**src/rtl/dijkstra_edge_reader.sv**
```systemverilog
// dijkstra_edge_reader: variable-latency custom instruction that walks one
// adjacency-list row through an Avalon-MM pipelined read master and returns
// the edge word {node_id, weight} with the smallest weight.
// Optional build macro: DIJKSTRA_EDGE_SKIP_VISITED_EN -- when defined, entries
// whose node_id bit 15 (readdata[31]) is set are counted but never selected.
module dijkstra_edge_reader #(
    parameter int ADDR_W      = 32,
    parameter int MAX_PENDING = 4,
    parameter int CNT_W       = 16
) (
    input  logic              clk,
    input  logic              reset,
    input  logic              start,
    input  logic [31:0]       dataa,
    input  logic [31:0]       datab,
    output logic              done,
    output logic [31:0]       result,
    output logic [ADDR_W-1:0] avm_address,
    output logic              avm_read,
    input  logic              avm_waitrequest,
    input  logic [31:0]       avm_readdata,
    input  logic              avm_readdatavalid
);

    // Wide enough for MAX_PENDING up to 15.
    localparam int PEND_W = 4;

    typedef enum logic [1:0] {IDLE, ISSUE, DRAIN, DONE} state_t;

    state_t             state_reg, state_next;
    logic [ADDR_W-1:0]  addr_reg, addr_next;
    logic [CNT_W-1:0]   n_reg, n_next;
    logic [CNT_W-1:0]   issued_reg, issued_next;
    logic [CNT_W-1:0]   received_reg, received_next;
    logic [PEND_W-1:0]  pending_reg, pending_next;
    logic [31:0]        best_reg, best_next;
    logic [31:0]        result_reg, result_next;

    logic               accept;
    logic               rsp;
    logic               better;
    logic               unused_bits;

    // Address low bits and upper count bits carry no meaning here.
    assign unused_bits = ^{dataa[1:0], datab};

    // Request is a pure function of registered state, so it cannot change
    // while the slave holds waitrequest (pending can only fall meanwhile).
    assign avm_read    = (state_reg == ISSUE) && (issued_reg < n_reg) &&
                         (pending_reg < PEND_W'(MAX_PENDING));
    assign avm_address = addr_reg;
    assign accept      = avm_read && !avm_waitrequest;
    assign rsp         = avm_readdatavalid &&
                         ((state_reg == ISSUE) || (state_reg == DRAIN));

`ifdef DIJKSTRA_EDGE_SKIP_VISITED_EN
    // Visited nodes still count as received but never win.
    assign better = (avm_readdata[15:0] < best_reg[15:0]) && !avm_readdata[31];
`else
    assign better = (avm_readdata[15:0] < best_reg[15:0]);
`endif

    // Result is presented combinationally during the DONE cycle and held after.
    assign done   = (state_reg == DONE);
    assign result = done ? best_reg : result_reg;

    // Next-state and datapath updates; strict '<' keeps the first of equal weights.
    always_comb begin
        state_next    = state_reg;
        addr_next     = addr_reg;
        n_next        = n_reg;
        issued_next   = issued_reg;
        received_next = received_reg;
        pending_next  = pending_reg;
        best_next     = best_reg;
        result_next   = result_reg;
        case (state_reg)
            IDLE: begin
                if (start) begin
                    addr_next     = ADDR_W'({dataa[31:2], 2'b00});
                    n_next        = datab[CNT_W-1:0];
                    best_next     = 32'hFFFF_FFFF;
                    issued_next   = '0;
                    received_next = '0;
                    pending_next  = '0;
                    state_next    = (datab[CNT_W-1:0] == '0) ? DONE : ISSUE;
                end
            end
            ISSUE, DRAIN: begin
                if (accept) begin
                    issued_next = issued_reg + 1'b1;
                    addr_next   = addr_reg + ADDR_W'(4);
                end
                case ({accept, rsp})
                    2'b10:   pending_next = pending_reg + 1'b1;
                    2'b01:   pending_next = pending_reg - 1'b1;
                    default: pending_next = pending_reg;
                endcase
                if (rsp) begin
                    received_next = received_reg + 1'b1;
                    if (better) begin
                        best_next = avm_readdata;
                    end
                end
                // Look at the post-update counters so done follows the last beat by one cycle.
                if (received_next == n_reg) begin
                    state_next = DONE;
                end else if ((state_reg == ISSUE) && (issued_next == n_reg)) begin
                    state_next = DRAIN;
                end
            end
            DONE: begin
                result_next = best_reg;
                state_next  = IDLE;
            end
            default: state_next = IDLE;
        endcase
    end

    // State and datapath registers with synchronous reset.
    always_ff @(posedge clk) begin
        if (reset) begin
            state_reg    <= IDLE;
            addr_reg     <= '0;
            n_reg        <= '0;
            issued_reg   <= '0;
            received_reg <= '0;
            pending_reg  <= '0;
            best_reg     <= 32'hFFFF_FFFF;
            result_reg   <= '0;
        end else begin
            state_reg    <= state_next;
            addr_reg     <= addr_next;
            n_reg        <= n_next;
            issued_reg   <= issued_next;
            received_reg <= received_next;
            pending_reg  <= pending_next;
            best_reg     <= best_next;
            result_reg   <= result_next;
        end
    end

endmodule
```
**config.mk**
```make
export PLATFORM = sky130hd
export DESIGN_NAME = dijkstra_edge_reader
export DESIGN_NICKNAME = d
export VERILOG_FILES = /design/src/rtl/dijkstra_edge_reader.sv
export SDC_FILE = /design/constraint.sdc
export NUM_CORES = 1
export LEC_CHECK = 0
export CAP_MARGIN = 5
export CORE_UTILIZATION = 54
export CTS_BUF_LIST = sky130_fd_sc_hd__clkbuf_4
export CTS_CLUSTER_DIAMETER = 40
export CTS_CLUSTER_SIZE = 24
export DETAILED_ROUTE_END_ITERATION = 16
export GPL_TIMING_DRIVEN = 1
export MAX_ROUTING_LAYER = met4
export PLACE_DENSITY = 0.83
export SKIP_CTS_REPAIR_TIMING = 1
export SYNTH_ARGS = -nofsm -noshare
export SYNTH_HDL_FRONTEND = slang
export SYNTH_SLANG_ARGS = --single-unit
```
**constraint.sdc**
```tcl
create_clock -name clk -period 4.6 [get_ports clk]
set_clock_uncertainty 0.1 [all_clocks]
set_input_delay 0.92 -clock clk [delete_from_list [all_inputs] [get_ports clk]]
set_output_delay 0.92 -clock clk [all_outputs]
set_load 0.05 [all_outputs]
```
==> metrics <==
routed vias/inst 5.90; CTS buffer count 17; Post-synth EDFFs 0; initial antenna violation count 0; Slew Limit Fails 0; Worst slew margin 37.1%; Post-Synthesis Mean Instance Area 7.99 um^2; gr usage total 29.4%; CP max stage delay 840 ps; post-synth cell types 74; TNS Setup 0 ps; CP max-delay cell clkdlybuf4s50_1; WL per Instance 16.3 um; width of the die 128 um; Synth Flop Type dfxtp_1; ANT cells 0; status finished, final reports clean; share of synthesized area spent on multiplexers 4.80%; Crit Path Category flip-flop to primary output; fmax 0.230 GHz; Worst VDD drop 0.387 mV; fin crit period 4340 ps; main combinational cell family by area after synthesis simple AND/OR/NAND/NOR gates; synthesized instance count 1,073; Num Clock Sinks 148; xor and xnor area share after synthesis 4.40%; Ys Warns 0; worst-margin pin slew 943 ps; RSZ-0062 raised after global routing no; Post-DP HPWL 15.8 mm; initial core utilization 55.7%; IO Count 167; Pre-antenna DRT Iters 6; max cap viols 0; die area 0.0164 mm^2; H-Tree Depth 4; die height 128 um; largest net degree at the start of global routing 87; Critical Path AT 3320 ps; final setup fails 0; final wirelength 22.9 mm; Pwr Total 5.19 mW; Reg clk slew, reported paths 130 ps; GRT overflow 0; Yosys reg bits 148; layout cells sized above 1 8.42%; DRT iter0 DRCs 575; CP Capture Type primary output; CTS max path bufs 2; leakage 4.00 nW; Synth async-reset ratio 0%; PortBufs 146; period utilization 94.4%; Final Hold Fails 0; CTS tree built; Syn-to-layout area delta 21.1%; crit path cell chain inv_1 -> ha_1 -> and3_1 -> a221oi_2 -> o21a_2 -> o21ai_2 -> inv_4 -> clkdlybuf4s50_1; detailed-route via count 8,319; cell area power density 501 mW/mm^2; HP Class flip-flop to flip-flop; nets@finish 1,327; Synth Area in Compound Gates 19.7%; core area 0.0154 mm^2; crit-path max FO 13; first-pass GRT wire length 37.6 mm; Cell Rows 45; Root Buffer clkbuf_4; clk_lat worst skew 580 ps; synthesized area 0.00857 mm^2; Required @ worst endpoint 3580 ps; CP startpoint kind flip-flop; vias in the first global route 7,842; post-synthesis adder-cell area fraction 5.78%; Placer Congestion 0.958; post-synthesis sequential area ratio 34.6%; Routed Antenna Nets 0; Synth Area in Simple Gates 25.3%; DRC 0
==> where the power goes <==
group          switching [mW]  total, mW  internal (mW)
clock                   0.530      0.758          0.228
sequential              0.213       1.69           1.48
combinational            1.77       2.74          0.969
==> final cells by class <==
class,instances,area [um^2]
Multi-Input combinational cell,817,5160
Fill cell,1275,5000
Sequential cell,148,2960
Timing Repair Buffer,159,1570
Tap cell,211,264
Inverter,44,168
Clock buffer,17,128
Clock inverter,15,120
==> worst max-delay path: cells and delay by family, from the launching register on <==
family          cells  cell delay (ps)
simple gates        1              190
fa+ha+maj           1              330
buf+inv             3             1130
compound gates      3              580
flops               1              530
==> cell families after synthesis <==
family / Yosys count
mux: 37
other cells: 1
flops: 148
buf+inv: 109
fa+ha+maj: 39
simple gates: 430
xor+xnor: 43
compound gates: 266
==> cells in the final DEF (no fill, tap or decap), types with 36 or more instances in the layout <==
cell	n
dfxtp_1	148
a21oi_1	88
ha_1	36
nand2_1	130
inv_1	42
nor2_1	83
nor2b_1	38
clkdlybuf4s50_1	145
o22ai_1	40
o21ai_0	42
nand2b_1	44
==> worst paths after layout <==
kind | start | to | slack [ps] | depth (start not counted)
worst max register to register | n_reg[7] | pending_reg[3] | 670 | 16
worst min register to register | best_reg[26] | best_reg[26] | 390 | 2
worst max-delay path | n_reg[7] | avm_read | 260 | 8
worst min-delay path | best_reg[26] | best_reg[26] | 390 | 2
==> stage by stage <==
step / util, % / hold slack, ps / instance area (um^2) / setup WS, ps / std cells
after floorplan: - / 339 / 8570 / 1110 / 1074
after global placement: 65.9 / 354 / 10100 / 708 / 1379
after detailed placement: 65.9 / 365 / 10100 / 727 / 1379
after CTS: 67.5 / 397 / 10400 / 258 / 1411
after global routing: 67.5 / 411 / 10400 / 149 / 1411
final: 67.5 / 393 / 10400 / 255 / 1411
==> cells in the mapped netlist, types with 5 or more instances <==
master | number | share of area (%)
a2111oi_0 | 6 | 0.61
a211oi_1 | 11 | 0.96
a21o_1 | 11 | 0.96
a21oi_1 | 88 | 5.1
a221oi_1 | 6 | 0.61
a22oi_1 | 13 | 1.1
a31oi_1 | 5 | 0.37
and2_1 | 6 | 0.44
and3_1 | 9 | 0.66
and4_1 | 8 | 0.82
buf_1 | 8 | 0.35
buf_2 | 10 | 0.58
buf_4 | 5 | 0.44
clkbuf_1 | 40 | 1.8
dfxtp_1 | 148 | 35
ha_1 | 38 | 5.5
inv_1 | 42 | 1.8
mux2_2 | 33 | 4.3
nand2_1 | 130 | 5.7
nand2b_1 | 44 | 3.2
nand3_1 | 23 | 1.3
nand4_1 | 17 | 1.2
nor2_1 | 83 | 3.6
nor2b_1 | 38 | 2.8
nor3_1 | 31 | 1.8
nor4_1 | 9 | 0.66
o21ai_0 | 42 | 2.5
o22ai_1 | 40 | 2.9
or3_1 | 8 | 0.58
xnor2_1 | 33 | 3.4
xor2_1 | 10 | 1.0
==> routing by layer <==
metal	vias to the layer above	wire length (um)	global-route usage [%]
li1	4045	-	-
met1	3872	10100	37.7
met2	338	10700	46.4
met3	64	1520	5.18
met4	0	643	10.9
met5	-	0	-
Power figures use the tool's default switching activity.
